<file path="src/rtl/pipe_pkg.sv">
// rtl/pipe_pkg.sv - shared state encoding, buffer indices and helpers for pipe_ctrl
package pipe_pkg;

    // Controller states; the encoding is visible on state_o
    typedef enum logic [2:0] {
        RUN   = 3'd0,
        DRAIN = 3'd1,
        PUSH  = 3'd2,
        JUMP  = 3'd3,
        HALT  = 3'd4
    } pipe_state_e;

    // Bit positions of the pipeline buffers in buf_en / buf_flush
    localparam int IFID  = 0;
    localparam int IDEX  = 1;
    localparam int EXMEM = 2;
    localparam int MEMWB = 3;

    // A phase of N cycles counts down from N-1 to 0
    function automatic logic [3:0] cyc_load(input int cyc);
        return 4'(cyc - 1);
    endfunction

endpackage

</file>
<file path="src/rtl/pipe_cnt.sv">
// rtl/pipe_cnt.sv - loadable 4-bit saturating down-counter with zero flag
module pipe_cnt (
    input  logic       clk,
    input  logic       rst,
    input  logic       load,
    input  logic [3:0] load_val,
    input  logic       dec,
    output logic [3:0] count,
    output logic       zero
);

    logic [3:0] cnt_q;
    logic [3:0] cnt_d;

    // Load wins over decrement; decrement stops at zero instead of wrapping
    always_comb begin
        cnt_d = cnt_q;
        if (load) begin
            cnt_d = load_val;
        end else if (dec && (cnt_q != 4'd0)) begin
            cnt_d = cnt_q - 4'd1;
        end
    end

    // Counter register, cleared by reset
    always_ff @(posedge clk) begin
        if (rst) begin
            cnt_q <= 4'd0;
        end else begin
            cnt_q <= cnt_d;
        end
    end

    assign count = cnt_q;
    assign zero  = (cnt_q == 4'd0);

endmodule

</file>
<file path="src/rtl/pipe_ctrl.sv">
// rtl/pipe_ctrl.sv - pipeline stall/flush/interrupt controller (interrupt path under PIPE_INT_EN)
module pipe_ctrl
    import pipe_pkg::*;
#(
    parameter int DRAIN_CYC = 3,
    parameter int PUSH_CYC  = 2
) (
    input  logic       clk,
    input  logic       rst,
    input  logic       mem_busy,
    input  logic       load_use,
    input  logic       branch_taken,
    input  logic       int_req,
    input  logic       halt,
    output logic [3:0] buf_en,
    output logic [3:0] buf_flush,
    output logic       pc_en,
    output logic       int_push,
    output logic       int_ack,
    output logic [2:0] state_o
);

    pipe_state_e state_q;
    pipe_state_e state_d;

    // Interrupt request as seen by the controller; constant low when interrupts are built out
    logic int_live;

`ifdef PIPE_INT_EN
    localparam logic [3:0] DRAIN_LD = cyc_load(DRAIN_CYC);
    localparam logic [3:0] PUSH_LD  = cyc_load(PUSH_CYC);

    logic       cnt_load;
    logic [3:0] cnt_load_val;
    logic       cnt_dec;
    logic       cnt_zero;
    logic [3:0] unused_cnt_value;

    assign int_live = int_req;

    pipe_cnt u_cnt (
        .clk      (clk),
        .rst      (rst),
        .load     (cnt_load),
        .load_val (cnt_load_val),
        .dec      (cnt_dec),
        .count    (unused_cnt_value),
        .zero     (cnt_zero)
    );
`else
    logic unused_int_cfg;

    assign int_live       = 1'b0;
    assign unused_int_cfg = ^{int_req, 4'(DRAIN_CYC), 4'(PUSH_CYC)};
`endif

    // State register
    always_ff @(posedge clk) begin
        if (rst) begin
            state_q <= RUN;
        end else begin
            state_q <= state_d;
        end
    end

    // Next-state and phase counter control; mem_busy freezes everything except HALT
    always_comb begin
        state_d = state_q;
`ifdef PIPE_INT_EN
        cnt_load     = 1'b0;
        cnt_load_val = 4'd0;
        cnt_dec      = 1'b0;
`endif
        if (state_q == HALT) begin
`ifdef PIPE_INT_EN
            if (int_req) begin
                state_d      = DRAIN;
                cnt_load     = 1'b1;
                cnt_load_val = DRAIN_LD;
            end
`endif
        end else if (!mem_busy) begin
            case (state_q)
                RUN: begin
                    if (!branch_taken) begin
`ifdef PIPE_INT_EN
                        if (int_req) begin
                            state_d      = DRAIN;
                            cnt_load     = 1'b1;
                            cnt_load_val = DRAIN_LD;
                        end else
`endif
                        if (!load_use && halt) begin
                            state_d = HALT;
                        end
                    end
                end
`ifdef PIPE_INT_EN
                DRAIN: begin
                    if (cnt_zero) begin
                        state_d      = PUSH;
                        cnt_load     = 1'b1;
                        cnt_load_val = PUSH_LD;
                    end else begin
                        cnt_dec = 1'b1;
                    end
                end
                PUSH: begin
                    if (cnt_zero) begin
                        state_d = JUMP;
                    end else begin
                        cnt_dec = 1'b1;
                    end
                end
                JUMP: begin
                    state_d = RUN;
                end
`endif
                default: begin
                    state_d = RUN;
                end
            endcase
        end
    end

    // Output decode from state and live inputs; reset forces a full flush
    always_comb begin
        buf_en    = 4'b0000;
        buf_flush = 4'b0000;
        pc_en     = 1'b0;
        int_push  = 1'b0;
        int_ack   = 1'b0;
        if (rst) begin
            buf_flush = 4'b1111;
        end else if (!(mem_busy && (state_q != HALT))) begin
            case (state_q)
                RUN: begin
                    if (branch_taken) begin
                        buf_en          = 4'b1111;
                        buf_flush[IFID] = 1'b1;
                        buf_flush[IDEX] = 1'b1;
                        pc_en           = 1'b1;
                    end else if (load_use && !int_live) begin
                        // Hold IF/ID and PC, inject a bubble into ID/EX
                        buf_en[EXMEM]   = 1'b1;
                        buf_en[MEMWB]   = 1'b1;
                        buf_flush[IDEX] = 1'b1;
                    end else begin
                        buf_en = 4'b1111;
                        pc_en  = 1'b1;
                    end
                end
                HALT: begin
                    buf_en[IDEX]    = 1'b1;
                    buf_en[EXMEM]   = 1'b1;
                    buf_en[MEMWB]   = 1'b1;
                    buf_flush[IFID] = 1'b1;
                end
`ifdef PIPE_INT_EN
                DRAIN: begin
                    // Let in-flight instructions retire while feeding bubbles at IF/ID
                    buf_en[IDEX]    = 1'b1;
                    buf_en[EXMEM]   = 1'b1;
                    buf_en[MEMWB]   = 1'b1;
                    buf_flush[IFID] = 1'b1;
                    buf_flush[IDEX] = branch_taken;
                end
                PUSH: begin
                    int_push        = 1'b1;
                    buf_en[EXMEM]   = 1'b1;
                    buf_en[MEMWB]   = 1'b1;
                    buf_flush[IFID] = 1'b1;
                    buf_flush[IDEX] = 1'b1;
                end
                JUMP: begin
                    int_ack         = 1'b1;
                    pc_en           = 1'b1;
                    buf_en          = 4'b1111;
                    buf_flush[IFID] = 1'b1;
                    buf_flush[IDEX] = 1'b1;
                end
`endif
                default: begin
                    buf_en = 4'b0000;
                end
            endcase
        end
    end

    assign state_o = state_q;

endmodule

</file>
<file path="config.mk">
export PLATFORM = sky130hd
export DESIGN_NAME = pipe_ctrl
export DESIGN_NICKNAME = d
export VERILOG_FILES = /design/src/rtl/pipe_pkg.sv /design/src/rtl/pipe_cnt.sv /design/src/rtl/pipe_ctrl.sv
export SDC_FILE = /design/constraint.sdc
export NUM_CORES = 1
export LEC_CHECK = 0
export ABC_AREA = 1
export BUFFER_PORTS_ARGS = -buffer_cell sky130_fd_sc_hd__buf_2
export CAP_MARGIN = 0
export CORE_AREA = 2 2 39 41
export CTS_CLUSTER_DIAMETER = 30
export DETAILED_ROUTE_END_ITERATION = 6
export DIE_AREA = 0 0 41 43
export PLACE_DENSITY_LB_ADDON = 0.25
export SKIP_CTS_REPAIR_TIMING = 1
export SYNTH_ARGS = -nofsm -noshare
export SYNTH_HDL_FRONTEND = slang
export SYNTH_HIERARCHICAL = 1
export SYNTH_SLANG_ARGS = --single-unit
export TNS_END_PERCENT = 30
</file>
<file path="constraint.sdc">
create_clock -name clk -period 2 [get_ports clk]
set_clock_uncertainty 0.1 [all_clocks]
set_input_delay 0.1 -clock clk [delete_from_list [all_inputs] [get_ports clk]]
set_output_delay 0.1 -clock clk [all_outputs]
set_load 0.05 [all_outputs]
</file>
Word-level counts from Yosys, hierarchy flattened
Index checks and enable logic that the tools add are counted.
W data, S select, Z words.
{"block": "totals", "regBits": 3, "input_bits": 7}
{"block": "classes", "bitwise_logic": 2, "mux": 22, "reduce_logical": 5, "eq_ne": 4}
{"op": "$mux W1", "n": 10}
{"op": "$mux W2", "n": 5}
{"op": "$mux W3", "n": 3}
{"op": "$mux W4", "n": 2}
{"op": "$pmux W3 S2", "n": 1}
{"op": "$ne A2 B2 Y1 const B", "n": 2}
{"op": "$reduce_and A4 Y1", "n": 1}
{"op": "$eq A3 B3 Y1 const B", "n": 1}
{"op": "$logic_not A3 Y1", "n": 1}
{"op": "$ne A3 B3 Y1 const B", "n": 1}
{"op": "$logic_and A1 B1 Y1", "n": 2}
{"op": "$not A1 Y1", "n": 2}
{"op": "$pmux W1 S2", "n": 1}
{"op": "$logic_not A1 Y1", "n": 1}

Depth between registers and ports, before layout
Gate-level depths: netlist of run 1.
{"block": "logic_depth", "depth_word": 5, "mapped_depth": 5}

Worst setup path before layout of run 1
No wires, ideal clock.
{"block": "synth_path", "path_type": "register to output", "from": "register state_q[2], in the netlist state_o[2]", "to": "output buf_en[3]", "t_arrival_ps": 1950, "setup_slack_ps": -150, "t_required_ps": 1800, "path_buffers": 1, "stages_incl_launch_ff": 4, "path_cell_list": "dfxtp_1 -> inv_2 -> a21oi_1 -> buf_4"}
{"block": "synth_between", "elab_chain_len": 4}
{"element": "start, declared", "line": "pipe_ctrl.sv:23", "source": "pipe_state_e state_q;"}
{"element": "start signal, assigned", "line": "pipe_ctrl.sv:62", "source": "state_q <= state_d;"}
{"element": "$eq A3 B3 Y1, or another cell as far along", "line": "pipe_ctrl.sv:136", "source": "case (state_q)"}
{"element": "$pmux W3 S2 or $logic_and A1 B1 Y1 (tied branches)", "line": "pipe_ctrl.sv:136, pipe_ctrl.sv:135"}
{"element": "$mux W4 *", "line": "pipe_ctrl.sv:135", "source": "end else if (!(mem_busy && (state_q != HALT))) begin"}
{"element": "$mux W4 *", "line": "pipe_ctrl.sv:133", "source": "if (rst) begin"}
{"element": "end, declared", "line": "pipe_ctrl.sv:15", "source": "output logic [3:0] buf_en,"}
Every way passes the cells marked *; elsewhere a longest branch is shown, timed or not.

Worst setup path in the final report of run 1
{"block": "layout_path", "from": "register state_q[2], in the netlist state_o[2]", "to": "output buf_flush[1]"}
{"block": "layout_between", "elab_chain_len": 4}
{"element": "$logic_not A3 Y1 or $ne A3 B3 Y1 (tied branches)", "line": "pipe_ctrl.sv:136, pipe_ctrl.sv:135"}
{"element": "$mux W1 or $logic_and A1 B1 Y1 (tied branches)", "line": "pipe_ctrl.sv:136, pipe_ctrl.sv:135"}
{"element": "$mux W2 *", "line": "pipe_ctrl.sv:135"}
{"element": "$mux W2 *", "line": "pipe_ctrl.sv:133"}
{"element": "end, declared", "line": "pipe_ctrl.sv:16", "source": "output logic [3:0] buf_flush,"}
Marked as above.

==> results.md, run 1 <==
* Antenna diodes at 0
* Worst EP required at ~1800 ps
* RSZ-0062 raised after global routing: false
* Largest net degree at the start of global routing at 7
* # setup viols final at 0
* DP HPWL at 344 um
* Hold/Removal Path Class: in -> reg
* Share of layout cells above drive strength 1 at 0.658
* DRC at 0
* Sequential share of the synthesized area at 0.111
* Final ANT Viol Nets at 0
* Crit path max-delay family: buffers and inverters
* Non-filler cells, final at 54
* Pleak at 0.131 nW
* Critical Path Source Type: flop
* Fmax at 944 MHz
* Clock share of power at 0
* Status: completed
* Clock Latency Late Sink at 0 ps
* Nets at between 40 and 50
* Iteration-0 DRC Markers at 5
* VDD IR max at about 0.11 mV
* Worst path max stage delay at approximately 310 ps
* Total Routing Usage GR at 0.0390
* Post-synthesis cell count at 28
* YS warnings at 6
* Buf+Inv Stages, Crit Path at 2
* First-pass GRT wire length at 517 um
* Core footprint at between 1000 and 1500 um^2
* Kind of critical path: reg -> out
* WP data arrival at 860 ps
* Seq cells post-synth at 1
* Pwr per Cell Area at 510 nW/um^2
* Vias in the first global route at 132
* Initial Utilization at 0.130
* Internal at 0.0393 mW
* Cells along the critical path: inv_2, nand2_2, o21ai_1, buf_2
* Dpl cells at 54
* Clock slew at reported path FFs at 0 ps
* Worst setup EP type: primary output
* Die height at around 43 um
* Total Wirelength at 352 um
* I/O Buffers at 15
* Final GP Congestion at 0.769
* Sw Ratio at 0.665
* Grt total ovfl at 0
* Slowest CP cell: dfxtp_1
* Layout Utilization at 0.166
* Syn-to-layout area delta at 27.8%
* Pre-antenna DRT Iters at 4
* Syn Std Cell Area at about 180 um^2
* Fin crit period at 1060 ps
* NetSw at 0.0781 mW
* Maxcap violations at 0
* Sequential Power Share at 0.186
* Max FFs per register at 1
* Post-synthesis cell type count at 13
* Vias per std cell at 3.28
* Commonest non-fill, non-tap cells in the layout: 15 x buf_2, 4 x conb_1, 3 x inv_1, 3 x nor2_2, 3 x a21oi_2
* DR WL/cell at 6.52 um
* Die area at 1760 um^2
* Combinational share of power at 0.814
* Synth Area per Inst at 6.43 um^2
* Routed via count at 177
* Final Cycle Share at 0.530
* I/O pins at 21
* Final hold violation count at 0
* Die W at 41 um
* CP max FO at 4
* Std cell rows at 14
* Setup TNS at 0 ps
* Max Slew Vio Count at 0
* Initial antenna violation count at 0
* Commonest non-fill, non-tap cell in the layout: buf_2
logic make-up after synthesis:
family | Yosys count | share of synthesized area
flip-flops | 1 | 0.111
AND/OR/NAND/NOR | 8 | 0.236
AO/OA/AOI/OAI | 5 | 0.194
buffers and inverters | 13 | 0.438
other | 1 | 0.0208
power groups by stage:
stage	Clock, mW	Combinational (mW)	Sequential, mW
3_3_place_gp	0	0.0960	0.0218
3_5_place_dp	0	0.0959	0.0218
2_1_floorplan	0	0.0845	0.0244
6_report	0	0.0956	0.0218
5_1_grt	0	0.101	0.0219
4_1_cts	0	0.0960	0.0218
final timing paths:
path,end,slack (ps),cells past startpoint,start
worst min-delay path,state_o[2],240,2,rst
worst max-delay path,buf_flush[1],940,4,state_o[2]
worst min register to register,state_o[2],420,2,state_o[2]
worst max register to register,state_o[2],1290,2,state_o[2]
routing by layer:
metal / share of wire / up-vias / GRT usage
met1: 0.51 / 71 / 0.0701
met4: 0 / 0 / 0
met5: 0 / - / 0
met2: 0.38 / 12 / 0.0531
li1: - / 94 / -
met3: 0.11 / 0 / 0
synth_stat cells:
master / instances / area share
a21oi_1: 1 / 0.028
a21oi_2: 2 / 0.097
buf_4: 8 / 0.33
conb_1: 1 / 0.021
dfxtp_1: 1 / 0.11
inv_1: 3 / 0.062
inv_2: 2 / 0.042
nand2_1: 2 / 0.042
nand2_2: 2 / 0.069
nor2_1: 1 / 0.021
nor2_2: 3 / 0.10
o211ai_1: 1 / 0.042
o21ai_1: 1 / 0.028
layout make-up:
type | count | area [um^2]
Tap cell | 16 | 20.0
Multi-Input combinational cell | 17 | 96.3
Inverter | 5 | 18.8
Sequential cell | 1 | 20.0
Timing Repair Buffer | 15 | 75.1
Fill cell | 162 | 1150
worst register-to-register path: cells and delay by family (launching register included):
kind | cells | cell delay [ps]
AOI/OAI and AO/OA | 1 | 120
buffers and inverters | 1 | 80
DFF | 1 | 350
metrics by stage:
| stage | power (mW) | worst slack, ps | hold slack (ps) | cell area, um^2 |
|---|---|---|---|---|
| 2_1_floorplan | 0.109 | 159 | 62.4 | 195 |
| 3_3_place_gp | 0.118 | 915 | 247 | 230 |
| 3_5_place_dp | 0.118 | 937 | 245 | 230 |
| 4_1_cts | 0.118 | 937 | 245 | 230 |
| 5_1_grt | 0.123 | 884 | 269 | 230 |
| 6_report | 0.117 | 941 | 241 | 230 |
Note: power is estimated with default switching activity, not from simulation.
==> run 2, diff against run 1 <==
==> constraint.sdc (replaced) <==
create_clock -name clk -period 0.9 [get_ports clk]
set_clock_uncertainty 0.1 [all_clocks]
set_input_delay 0.045 -clock clk [delete_from_list [all_inputs] [get_ports clk]]
set_output_delay 0.045 -clock clk [all_outputs]
set_load 0.05 [all_outputs]
==> run 2 against run 1 <==
Against the previous run: the flow now finishes with violations (setup timing); die area is the same; critical path depth is the same; utilization up 6.7 points; via count grew 7.3%; sequential share of layout area fell by 1.3 points; combinational power increased to 2.7 times the previous value; critical endpoint unchanged; largest cell class is now non-clock buffers; largest power group unchanged.
==> results.md, run 2 (synthesis results as in run 1) <==
* CP max FO at 4
* Die W at 41 um
* Core footprint at between 1000 and 1500 um^2
* Die height at around 43 um
* Critical Path Source Type: flop
* Nets at 50
* Non-filler cells, final at 57
* Kind of critical path: reg -> out
* Worst setup EP type: primary output
* # setup viols final at 2
* Slowest CP cell: dfxtp_4
* Pleak at 0.163 nW
* I/O Buffers at 15
* Die area at 1760 um^2
* Pwr per Cell Area at around 950 nW/um^2
* Maxcap violations at 0
* Dpl cells at 57
* Status: finished, violations left
* Total Routing Usage GR at 0.0440
* Cells along the critical path: inv_6, nand2_4, o21ai_2, buf_6
* Total Wirelength at 414 um
* Fmax at 1090 MHz
* Largest net degree at the start of global routing at 6
* Setup ws final at -19.8 ps
* Grt total ovfl at 0
* Final Cycle Share at 1.02
* Worst slack, placed at -102 ps
* Antenna diodes at 0
* Worst EP required at 750 ps
* DRC at 0
* DR WL/cell at 7.26 um
* Clock slew at reported path FFs at 0 ps
* Share of layout cells above drive strength 1 at 0.732
* RSZ-0062 raised after global routing: true
* Commonest non-fill, non-tap cell in the layout: buf_2
* WP data arrival at ~770 ps
* Clock Latency Late Sink at 0 ps
* Failing checks: setup timing
* Final ANT Viol Nets at 0
* Max FFs per register at 1
* Std cell rows at 14
* DP HPWL at around 370 um
* Worst path max stage delay at 330 ps
* Initial Utilization at 0.130
* First-pass GRT wire length at 586 um
* Routed via count at 190
* VDD IR max at 0.207 mV
* Final hold violation count at 0
* Pre-antenna DRT Iters at 1
* Initial antenna violation count at 0
* Syn-to-layout area delta at 79.2%
* Commonest non-fill, non-tap cells in the layout: 8 x buf_2, 6 x buf_6, 4 x conb_1
* Final GP Congestion at 0.728
* Vias in the first global route at 144
* Buf+Inv Stages, Crit Path at 2
* Fin crit period at roughly 900 ps
* Crit path max-delay family: flip-flops
* Hold/Removal Path Class: in -> reg
* Iteration-0 DRC Markers at 0
* Layout Utilization at 0.233
* Vias per std cell at 3.33
* I/O pins at 21
* Max Slew Vio Count at 0
-- run 2: final timing paths --
check,start,endpoint,slack (ps),cells after the start
max,state_o[2],buf_flush[1],-20,4
min,branch_taken,state_o[2],250,4
max reg2reg,state_o[2],state_o[2],100,3
min reg2reg,state_o[2],state_o[2],500,3
-- run 2: per-stage QoR --
step                      cell area (um^2)  hold slack, ps  total power, mW  setup TNS [ps]
after global routing                   323             270            0.321            -102
final                                  323             250            0.307           -29.8
after floorplan                        225           -1.73            0.253           -1500
after CTS                              275             254            0.278            -379
after global placement                 275             248            0.279            -353
after detailed placement               275             254            0.278            -366
-- run 2: tightest hold or removal path, stage by stage --
cell and delay [ps]:
buf_2 90, nor2_2 40, nand2_1 70, a21oi_2 50
-- run 2: power breakdown --
part | internal [mW] | leakage [nW] | switching, mW
Sequential | 0.0451 | 0.00889 | 0.00210
Clock | 0 | 0 | 0
Combinational | 0.0737 | 0.154 | 0.186
-- run 2: metal layers --
layer,part of all wire,global-route usage,vias to the layer above
met5,0,0,-
met4,0,0,0
met3,0.15,0,0
met2,0.39,0.0563,15
met1,0.46,0.0823,75
li1,-,-,100
-- run 2: area by class of cell --
type	instances	area (um^2)
Fill cell	163	1060
Tap cell	16	20.0
Timing Repair Buffer	18	138
Inverter	5	23.8
Multi-Input combinational cell	17	118
Sequential cell	1	23.8
